## config.mk

```make
export PLATFORM = sky130hd
export DESIGN_NAME = lf_multiword_add_seq
export DESIGN_NICKNAME = d
export VERILOG_FILES = /design/src/rtl/lf_seq_pkg.sv /design/src/rtl/lf_seq_fsm.sv /design/src/rtl/lf_multiword_add_seq.sv
export SDC_FILE = /design/constraint.sdc
export NUM_CORES = 1
export LEC_CHECK = 0
export CAP_MARGIN = 20
export CELL_PAD_IN_SITES_DETAIL_PLACEMENT = 1
export CELL_PAD_IN_SITES_GLOBAL_PLACEMENT = 1
export CORE_AREA = 2 2 156 158
export CTS_BUF_LIST = sky130_fd_sc_hd__clkbuf_16
export CTS_CLUSTER_SIZE = 24
export DETAILED_ROUTE_END_ITERATION = 12
export DIE_AREA = 0 0 158 160
export PLACE_DENSITY_LB_ADDON = 0.1
export SYNTH_ARGS = -nofsm -noshare
export SYNTH_HDL_FRONTEND = slang
export SYNTH_HIERARCHICAL = 1
export SYNTH_SLANG_ARGS = --single-unit
```

## constraint.sdc

```tcl
create_clock -name clk -period 7.8 [get_ports clk]
set_input_delay 1.17 -clock clk [delete_from_list [all_inputs] [get_ports clk]]
set_output_delay 1.17 -clock clk [all_outputs]
set_load 0.02 [all_outputs]
```

## src/rtl/lf_seq_pkg.sv

```systemverilog
// Shared definitions for the multi-word LF adder sequencer: FSM state encoding
// and the chunk-index width derivation.
package lf_seq_pkg;

  typedef enum logic [1:0] {
    IDLE = 2'd0,
    RUN  = 2'd1,
    DONE = 2'd2
  } state_t;

  // A single-chunk build still needs a 1-bit index so the port is never zero-width.
  function automatic int idx_width(input int chunks);
    return (chunks > 1) ? $clog2(chunks) : 1;
  endfunction

endpackage

```

## src/rtl/lf_seq_fsm.sv

```systemverilog
// Control half of the sequencer: owns state, chunk index and both handshakes.
// The datapath in the top follows the accept/run/last strobes produced here.
module lf_seq_fsm
  import lf_seq_pkg::*;
#(
  parameter  int CHUNKS = 4,
  localparam int IDXW   = idx_width(CHUNKS)
) (
  input  logic            clk,
  input  logic            rst,
  input  logic            in_valid,
  input  logic            out_ready,
  output logic [IDXW-1:0] idx,
  output logic            in_ready,
  output logic            out_valid,
  output logic            accept,
  output logic            run,
  output logic            last
);

  state_t          state;
  state_t          state_nxt;
  logic [IDXW-1:0] idx_nxt;

  always_ff @(posedge clk or posedge rst) begin
    if (rst) begin
      state <= IDLE;
      idx   <= '0;
    end else begin
      state <= state_nxt;
      idx   <= idx_nxt;
    end
  end

  always_comb begin
    state_nxt = state;
    idx_nxt   = idx;
    in_ready  = 1'b0;
    out_valid = 1'b0;
    accept    = 1'b0;
    run       = 1'b0;
    last      = (idx == IDXW'(CHUNKS - 1));
    case (state)
      IDLE: begin
        // Hold off the upstream client while reset is still asserted.
        in_ready = !rst;
        accept   = in_valid && !rst;
        if (accept) begin
          state_nxt = RUN;
          idx_nxt   = '0;
        end
      end
      RUN: begin
        run = 1'b1;
        if (last) begin
          state_nxt = DONE;
        end else begin
          idx_nxt = idx + 1'b1;
        end
      end
      DONE: begin
        out_valid = 1'b1;
        if (out_ready) begin
          state_nxt = IDLE;
        end
      end
      default: state_nxt = IDLE;
    endcase
  end

endmodule

```

## src/rtl/lf_multiword_add_seq.sv

```systemverilog
// Runs CHUNKS*WIDTH-bit additions through one shared WIDTH-bit LF adder, LSB chunk first.
// Define LF_SEQ_OVF_EN to add the out_ovf signed-overflow output.
module lf_multiword_add_seq
  import lf_seq_pkg::*;
#(
  parameter int WIDTH  = 16,
  parameter int CHUNKS = 4
) (
  input  logic                    clk,
  input  logic                    rst,
  input  logic                    in_valid,
  output logic                    in_ready,
  input  logic [WIDTH*CHUNKS-1:0] in_a,
  input  logic [WIDTH*CHUNKS-1:0] in_b,
  input  logic                    in_cin,
  output logic                    out_valid,
  input  logic                    out_ready,
  output logic [WIDTH*CHUNKS-1:0] out_sum,
  output logic                    out_cout,
  output logic [WIDTH-1:0]        add_a,
  output logic [WIDTH-1:0]        add_b,
  output logic                    add_cin,
  input  logic [WIDTH-1:0]        add_sum,
  input  logic                    add_cout
`ifdef LF_SEQ_OVF_EN
  ,
  output logic                    out_ovf
`endif
);

  localparam int IDXW  = idx_width(CHUNKS);
  localparam int TOTAL = WIDTH * CHUNKS;

  logic [IDXW-1:0]  idx;
  logic             accept;
  logic             run;
  logic             last;
  logic [TOTAL-1:0] a_reg;
  logic [TOTAL-1:0] b_reg;
  logic [TOTAL-1:0] result;
  logic             carry;
  logic             cout_reg;

  lf_seq_fsm #(
    .CHUNKS (CHUNKS)
  ) u_fsm (
    .clk       (clk),
    .rst       (rst),
    .in_valid  (in_valid),
    .out_ready (out_ready),
    .idx       (idx),
    .in_ready  (in_ready),
    .out_valid (out_valid),
    .accept    (accept),
    .run       (run),
    .last      (last)
  );

  // Adder inputs are driven only while chunks are in flight so the shared adder stays quiet.
  always_comb begin
    add_a   = '0;
    add_b   = '0;
    add_cin = 1'b0;
    if (run) begin
      add_a   = a_reg[idx*WIDTH +: WIDTH];
      add_b   = b_reg[idx*WIDTH +: WIDTH];
      add_cin = carry;
    end
  end

  always_ff @(posedge clk or posedge rst) begin
    if (rst) begin
      a_reg    <= '0;
      b_reg    <= '0;
      result   <= '0;
      carry    <= 1'b0;
      cout_reg <= 1'b0;
    end else if (accept) begin
      a_reg <= in_a;
      b_reg <= in_b;
      carry <= in_cin;
    end else if (run) begin
      result[idx*WIDTH +: WIDTH] <= add_sum;
      carry                      <= add_cout;
      if (last) begin
        cout_reg <= add_cout;
      end
    end
  end

  assign out_sum  = result;
  assign out_cout = cout_reg;

`ifdef LF_SEQ_OVF_EN
  logic msb_carry_in;
  logic ovf_reg;

  // Carry into the MSB is recovered from the MSB sum bit and its two operand bits.
  assign msb_carry_in = add_sum[WIDTH-1] ^ add_a[WIDTH-1] ^ add_b[WIDTH-1];

  always_ff @(posedge clk or posedge rst) begin
    if (rst) begin
      ovf_reg <= 1'b0;
    end else if (run && last) begin
      ovf_reg <= add_cout ^ msb_carry_in;
    end
  end

  assign out_ovf = ovf_reg;
`endif

endmodule

```

* Word level (Yosys, flattened, before mapping)
Cells that the tools add are included.
** Storage, ports and cells
- Bits in registers :: 198
- Word-level logic and storage cells :: 47
** Cells by class
- Mux-type cells :: 17
- Equal/unequal tests :: 7
- Reductions and logical operators :: 9
- Bitwise logic cells :: 1
- Add/sub/neg operators :: 2
- Shifts and indexed selects :: 4
** Operators with widths (number)
- 64-bit by 7-bit indexed part select with 16-bit output :: 2
- 64-bit bitwise mux :: 1
- 16-bit by 34-bit variable shift with 64-bit output, first input constant :: 1
- 16-bit by 34-bit indexed part select with 64-bit output :: 1
- 6-bit negator with 34-bit output :: 1
- 16-bit 2-to-1 mux :: 2
- 2-bit 2-to-1 mux :: 5
- 3-bit AND reduction :: 3
- 1-bit 2-to-1 mux :: 7
- 2-bit != test, second input constant :: 3
- 2-bit case mux with 3 select lines :: 1
- 2-bit == test, second input constant :: 2
- 2-bit case mux with 2 select lines :: 1
- 2-bit nonzero test :: 2
- 2-bit by 1-bit adder with 2-bit output, second input constant :: 1
- 2-bit by 1-bit == test with 1-bit output, second input constant :: 1
- 2-bit zero test :: 1
- 2-bit by 1-bit != test with 1-bit output, second input constant :: 1
- 2-bit AND reduction :: 1
- 1-bit logical AND :: 1
- 1-bit zero test :: 1
- 1-bit NOT :: 1

* Depth between registers and ports, before layout
Gate-level depths: netlist of the first run.
- Depth after elaboration :: 5
- Mapped depth :: 9

* Modules after synthesis
Netlist of the first run, hierarchy kept.
** By module, submodules not included
- lf_multiword_add_seq :: times used 1, cells each 672, area an instance 8889.8 um^2
- lf_seq_fsm :: times used 1, cells each 19, area an instance 209.0 um^2

* Least setup slack after synthesis of the first run
No wires, ideal clock.
- Path type :: input-to-reg
- Start :: input rst
- End :: register result[16] (netlist: out_sum[16])
- Arrival time :: 2.818 ns
- Slack :: 4.845 ns
- Stages :: 7
- Path through :: nor3_1 and2_1 buf_2 nand2b_1 clkbuf_1 buf_1 o32ai_1
** On the way
- Word-level cells in the longest chain between the ends :: 5
** Ends and longest elaborated chain
- start, declared :: line lf_multiword_add_seq.sv:10 : input logic rst,
- 1-bit zero test :: line lf_seq_fsm.sv:47 : accept = in_valid && !rst;
- 1-bit logical AND :: line lf_seq_fsm.sv:47
- 1-bit 2-to-1 mux :: line lf_seq_fsm.sv:43 : case (state)
- net accept :: line lf_multiword_add_seq.sv:35 : logic accept;
- 1-bit NOT (no line)
- 2-bit AND reduction (no line)
- end signal, assigned by index :: line lf_multiword_add_seq.sv:83 : result[idx*WIDTH +: WIDTH] <= add_sum;
- end, declared :: line lf_multiword_add_seq.sv:40 : logic [TOTAL-1:0] result;
The timed path passes the listed nets, and every way through them passes these cells.
A chain may end at the register's enable or synchronous reset.

* Worst setup path after layout of the first run
- Start :: register u_fsm.idx[0]
- End :: output add_a[3]
** On the way
- Word-level cells in the longest chain between the ends :: 2
** Ends and longest elaborated chain
- start, declared :: line lf_seq_fsm.sv:13 : output logic [IDXW-1:0] idx,
- start signal, assigned :: line lf_seq_fsm.sv:31 : idx <= idx_nxt;
- 64-bit by 7-bit indexed part select with 16-bit output :: line lf_multiword_add_seq.sv:65 : add_a = a_reg[idx*WIDTH +: WIDTH];
- 16-bit 2-to-1 mux :: line lf_multiword_add_seq.sv:64 : if (run) begin
- end, declared :: line lf_multiword_add_seq.sv:20 : output logic [WIDTH-1:0] add_a,
Every way passes these cells.

==> summary.md, run 1 <==
| Metric | Value |
|---|---|
| Status | finished, final reports clean |
| Root Driver | clkbuf_16 |
| Fin. Hold Viols | 0 |
| Post-synth top area share | between 50% and 60% |
| Ports | 250 |
| Sw Pwr | between 0.0015 and 0.002 W |
| Peak supply drop | about 0.18 mV |
| Crit-path cells | buf_4 -> mux2i_1 -> o22ai_1 -> clkdlybuf4s50_1 |
| Synth unique cells | 33 |
| Seq cells post-synth | roughly 200 |
| CTS tree | done |
| # setup viols final | 0 |
| Cts hold-fix bufs | 0 |
| Register share of total power | between 30% and 40% |
| GRT Util Overall | between 20% and 30% |
| First-pass GRT wire length | roughly 39000 microns |
| Number of max-cap violations | 0 |
| First-pass DRT Iterations | 4 |
| Hold Path Class | flop to flop |
| Simple logic cell fraction of the synthesized area | 5.56% |
| Final Util | approximately 52% |
| Pleak | approximately 5.1 nW |
| Num CTS Buffers | 17 |
| Startpoint type of the worst setup path | flop |
| PD cells | 404 mW/mm^2 |
| Post-DP HPWL | 17500 microns |
| Setup Skew | about 13 ps |
| Most frequent cells in the layout | 249 x clkdlybuf4s50_1, 197 x dfrtp_1, 147 x mux2_2, 65 x mux2i_1, 51 x inv_1 |
| Final period utilization | ~56% |
| Rel. slew slack | a little over a third |
| Filler cell count | 2441 |
| Internal power | about 0.0031 W |
| DRT iter0 DRCs | 230 |
| Synth area leader | dfrtp_1 |
| Worst Path Required | between 6000 and 7000 ps |
| DRC violations left | 0 |
| Port Buf Inserts | 249 |
| Comb power frac | 46.9% |
| Synth area leaders | dfrtp_1 54%, mux2_2 18%, mux2i_1 7.2% |
| Core area | 0.0238 sq mm |
| Post-cts resize count | 0 |
| Complex-gate fraction of the synthesized area | about 8.6% |
| Routed Wire Length | ~25000 microns |
| Placed cells | approximately 1200 |
| Mux share of post-synthesis cell area | between 20% and 30% |
| # Post-CTS Setup Buffers | 0 |
| Final std cells w/o fill | 1248 |
| Measured slew at the worst slew-check pin | 951 ps |
| CP top delay family | buffers and inverters |
| Vias | 6417 |
| Combinational family with the most area after synthesis | multiplexers |
| Storage cell area | a little under 0.005 sq mm |
| CP Class | flop to output pin |
| Clk sink count | 198 |
| Pin count of the biggest net entering global routing | between 100 and 150 |
| Clk pwr share | between 10% and 20% |
| Unrepaired setup endpoints after global routing | no |
| Xor/xnor cell area share of the yosys netlist | 0% |
| Hold_ws | 507 ps |
| Area of the multi-input gates | 0.00369 sq mm |
| Clock latency on the worst-skew pair | 430 ps |
| Initial antenna violation count | 3 |
| Most common cell after layout, fill and taps aside | clkdlybuf4s50_1 |
| Synthesized cell area | about 0.0091 sq mm |
| Total congestion overflow | 0 |
| Switching Share | a little under two fifths |
| Wirelength per Cell | between 20 and 25 microns |
| Yosys warning count | 6 |
| Crit path buf inv count | 2 |
| Cell count after synthesis | 691 |
| CP Capture Type | output pin |
| Share of layout cells above drive strength 1 | 22.9% |
| Die Span Y | between 150 and 200 microns |
| Synthesized Nets | about 850 |
| Slew Limit Fails | 0 |
| Worst path slowest cell | dfrtp_4 |
| Seq/Total Area, Yosys | 54.5% |
| Row cnt | 57 |
| Crit-path max FO | between 50 and 60 |
| Starting Density | between 30% and 40% |
| Synthesized area per cell | ~13 sq um |
| TNS Setup | 0 ps |
| GP Congestion | roughly 0.77 |
| Adder-cell share of the synthesized area | less than 1% |
| Worst Path Arrival | between 3000 and 4000 ps |
| Min Clock Period, post-route | around 4300 ps |
| Routed Antenna Nets | 0 |
| H-tree depth | 4 |
| Die ar. | ~0.025 sq mm |
| Nets | approximately 1100 |
| Area delta synth->final | 36.1% |
| Fmax | 230 MHz |
| CP max stage delay | 1000 ps |
| Die width | 158 microns |
| Vias in the first global route | ~7100 |
| CTS Buffer Depth | 2 |
| Worst-path clk slew | ~80 ps |
| Vias per inst | roughly 5 |
-- layer usage --
metal	vias up	GRT usage [%]	wire, microns
met4	2	5.08	399
li1	2932	-	-
met5	-	0	12
met1	3292	24.1	10200
met3	20	6.19	1630
met2	171	35.0	12800
-- cells in the mapped netlist (all sizes together) --
cell       n
nor4bb    16
o21ai      1
and4b      1
nand4bb    1
nor2b      1
mux2i     65
clkbuf    20
buf       36
and2b      1
dfrtp    198
a22o       2
and3b      4
and4bb     1
nor2       1
o32ai     46
or4b       2
or2b       1
o22ai     32
ha         6
inv       52
or3b       1
nor3       1
mux2     148
a21o       1
nand2     48
nand2b     2
and2       2
nand3b     1
-- final cells by class --
cell class	instances	area share [%]
diodes	2	0.0404
flip-flops and latches	198	40.0
repair buffers	256	20.8
inverters	52	1.64
clock buffers	17	3.44
clock inverters	14	0.950
well taps	324	3.27
multi-input cells	385	29.8
-- worst paths after layout --
check | from | endpoint | slack, ps | cells past startpoint
min in group asynchronous | rst | u_fsm/state[0] | 1140 | 2
hold / removal | a_reg[36] | a_reg[36] | 510 | 1
max in group asynchronous | rst | b_reg[13] | 4910 | 3
hold reg to reg | a_reg[36] | a_reg[36] | 510 | 1
setup reg to reg | u_fsm/idx[0] | out_sum[43] | 3700 | 5
setup / recovery | u_fsm/idx[0] | add_a[3] | 3450 | 4
-- power groups by stage --
stage | clock network, W | logic (W) | registers [W]
floorplan | 0 | 0.00143 | 0.00185
global placement | 0 | 0.00227 | 0.00182
detailed placement | 0 | 0.00234 | 0.00185
CTS | 0.000854 | 0.00235 | 0.00184
global route | 0.000896 | 0.00252 | 0.00190
finish | 0.000823 | 0.00234 | 0.00183
-- kinds of logic (layout without fill, tap and decap cells) --
group                      after synthesis  count (layout)
muxes                                  213             213
and+or+nand+nor                         84              84
DFF                                    198             198
AOI/OAI and AO/OA                       82              82
buffers and inverters                  108             339
adders and majority gates                6               6
other                                    0               2
-- through the flow --
stage,worst slack (ps),power [W],instance area (sq um)
floorplan,1350,0.00328,9100
global placement,3700,0.00409,11800
detailed placement,3560,0.00419,11800
CTS,3430,0.00505,12300
global route,3320,0.00531,12400
finish,3450,0.00500,12400
-- worst reg2reg max path, delay by kind of cell (launching register included) --
family,cells,cell delay [ps]
compound gates,1,440
fa+ha+maj,1,740
buf+inv,2,920
flops,1,1000
simple gates,1,890
Power figures use the tool's default switching activity.
==> inputs of run 2 (changes only) <==
Clock period 7.8 ns to 4.5 ns, I/O delays scaled along.
==> run 2 against run 1 <==
  * Clock-buffer cell count is the same
  * Highest routed layer unchanged
  * Die area unchanged
  * Final cell count grew 0.16%
  * Utilization rose by 0.25 points
  * Critical endpoint is now add_a[11]
  * Via count is 0.30% higher
  * Critical path depth is the same
  * Largest cell class unchanged
  * Non-clock buffer count increased by 3
  * Hold slack better by 2.1 ps
  * Cell area up 0.48%
  * Total power increased by 75%
  * Flip-flop and latch count did not move
==> summary.md, run 2 (same netlist as run 1, synthesis figures left out) <==
| Metric | Value |
|---|---|
| Placed cells | 1217 (was 1213) |
| H-tree depth | 4 (unchanged) |
| Die ar. | 0.0253 sq mm (unchanged) |
| Peak supply drop | 0.333 mV (was 0.182 mV) |
| Internal power | 0.00542 W (was 0.00310 W) |
| Final std cells w/o fill | 1250 (was 1248) |
| Fin. Hold Viols | 0 (unchanged) |
| Comb power frac | 47.2% (was 46.9%) |
| Worst Path Required | 3830 ps (was 6630 ps) |
| Starting Density | 38.2% (unchanged) |
| First-pass DRT Iterations | 7 (was 4) |
| DRT iter0 DRCs | 175 (was 230) |
| Cts hold-fix bufs | 0 (unchanged) |
| Area of the multi-input gates | 0.00369 sq mm (unchanged) |
| Row cnt | 57 (unchanged) |
| # Post-CTS Setup Buffers | 0 (unchanged) |
| Number of antenna diodes | 0 (was 2) |
| Clock latency on the worst-skew pair | 430 ps (about the same) |
| CP Capture Type | output pin (unchanged) |
| Status | finished, final reports clean (unchanged) |
| TNS Setup | 0 ps (unchanged) |
| Wirelength per Cell | 20.2 microns (was 20.0 microns) |
| R2R setup slack | 1360 ps (was 3700 ps) |
| Vias in the first global route | 7144 (was 7130) |
| First-pass GRT wire length | 40000 microns (was 39500 microns) |
| Switching Share | 38.0% (about the same) |
| CTS Buffer Depth | 2 (unchanged) |
| Final period utilization | around 77% |
| Slew Limit Fails | 0 (unchanged) |
| Pin count of the biggest net entering global routing | 97 (was 130) |
| Post-cts resize count | 0 (unchanged) |
| Measured slew at the worst slew-check pin | 921 ps (was 951 ps) |
| R2R Path End | out_sum[29] (was out_sum[43]) |
| Routed Antenna Nets | 0 (unchanged) |
| Min Clock Period, post-route | approximately 3500 ps |
| Port Buf Inserts | 249 (unchanged) |
| Die width | 158 microns (unchanged) |
| Ports | 250 (unchanged) |
| Nets | 1069 (was 1066) |
| Routed Wire Length | 25200 microns (was 25000 microns) |
| Worst-path clk slew | 80 ps (about the same) |
| RR Startpoint | u_fsm/idx[0] (unchanged) |
| Post-DP HPWL | 17500 microns (about the same) |
| CP Class | flop to output pin (unchanged) |
| PD cells | 702 mW/mm^2 (was 404 mW/mm^2) |
| CTS tree | done (unchanged) |
| Crit path to | add_a[11] (was add_a[3]) |
| R2r worst-path depth | 4 (was 5) |
| Num CTS Buffers | 17 (unchanged) |
| Most frequent cells in the layout | 249 x clkdlybuf4s50_1, 197 x dfrtp_1, 147 x mux2_2, 65 x mux2i_1, 51 x inv_1 (unchanged) |
| Setup Skew | 15.4 ps (was 13.4 ps) |
| Vias per inst | 5.15 (was 5.14) |
| Area delta synth->final | 36.7% (was 36.1%) |
| DRC violations left | 0 (unchanged) |
| Clk pwr share | 17.2% (was 16.5%) |
| Unrepaired setup endpoints after global routing | no (unchanged) |
| Startpoint type of the worst setup path | flop (unchanged) |
| Filler cell count | 2447 (was 2441) |
| GRT Util Overall | 20.3% (was 20.1%) |
| Worst Path Arrival | 2800 ps (was 3180 ps) |
| Storage cell area | 0.00496 sq mm (unchanged) |
| Initial antenna violation count | 2 (was 3) |
| Core area | 0.0238 sq mm (unchanged) |
| Register share of total power | 35.6% (was 36.6%) |
| # setup viols final | 0 (unchanged) |
| Clk sink count | 198 (unchanged) |
| Number of max-cap violations | 0 (unchanged) |
| Crit-path max FO | 36 (was 52) |
| Rel. slew slack | 38.6% (was 36.6%) |
| Pleak | 5.11 nW (was 5.08 nW) |
| Root Driver | clkbuf_16 (unchanged) |
| GP Congestion | 0.756 (was 0.773) |
| Die Span Y | 160 microns (unchanged) |
| Most common cell after layout, fill and taps aside | clkdlybuf4s50_1 (unchanged) |
| Launch point of the critical path | u_fsm/idx[0] (unchanged) |
| Total congestion overflow | 0 (unchanged) |
| Sw Pwr | 0.00332 W (was 0.00190 W) |
| Fmax | ~290 MHz |
| Hold Path Class | flop to flop (unchanged) |
| Share of layout cells above drive strength 1 | 23.1% (was 22.9%) |
| Vias | 6436 (was 6417) |
## run 2: changes by cell type in the layout (fill, tap and decap cells not counted), sizes merged
cell / before / now
clkinv: 5 / 7
inv: 58 / 56
bufinv: 0 / 1
diode: 2 / 0
buf: 7 / 10
## run 2: routing by layer
layer	share of wire (%)	wire length (microns)	vias up	track usage [%]
met5	0.087	22	-	0
met4	1.6	404	4	5.36
met3	7.2	1810	32	6.59
met2	50	12600	193	34.4
met1	41	10400	3274	24.9
li1	-	-	2933	-
## run 2: worst max-delay path: stages (launching register included)
cell	delay, ps
dfrtp_4	690
buf_4	590
mux2i_1	180
o22ai_1	220
clkdlybuf4s50_1	650
## run 2: worst min path at each step
stage                          from            to  cells past startpoint
final                     b_reg[53]     b_reg[53]                      1
after global placement    a_reg[44]     a_reg[44]                      1
after detailed placement  b_reg[13]     b_reg[13]                      1
after global routing      a_reg[41]     a_reg[41]                      1
after floorplan                 rst  u_fsm/idx[0]                      1
after CTS                 b_reg[13]     b_reg[13]                      1
## run 2: stage by stage
stage | util [%] | setup slack [ps] | hold WS [ps] | power, W | instance area (sq um)
2_1_floorplan | - | 1320 | 441 | 0.00568 | 9100
3_3_place_gp | 49.7 | 1110 | 489 | 0.00712 | 11900
3_5_place_dp | 49.7 | 942 | 495 | 0.00729 | 11900
4_1_cts | 52.1 | 962 | 512 | 0.00885 | 12400
5_1_grt | 52.2 | 837 | 525 | 0.00928 | 12400
6_report | 52.2 | 1020 | 509 | 0.00874 | 12400
## run 2: final cells by class
class                           count  area share [%]
Sequential cell                   198            39.9
Timing Repair Buffer              259            21.0
Clock buffer                       17            3.42
Clock inverter                     15            1.18
Multi-Input combinational cell    385            29.7
Inverter                           52            1.60
Tap cell                          324            3.26
## run 2: power by group through the flow
stage          Combinational [W]  Clock [W]  Sequential, W
2_1_floorplan            0.00247          0        0.00321
3_5_place_dp             0.00414          0        0.00315
4_1_cts                  0.00418    0.00155        0.00312
6_report                 0.00413    0.00150        0.00311
3_3_place_gp             0.00403          0        0.00309
5_1_grt                  0.00443    0.00163        0.00322
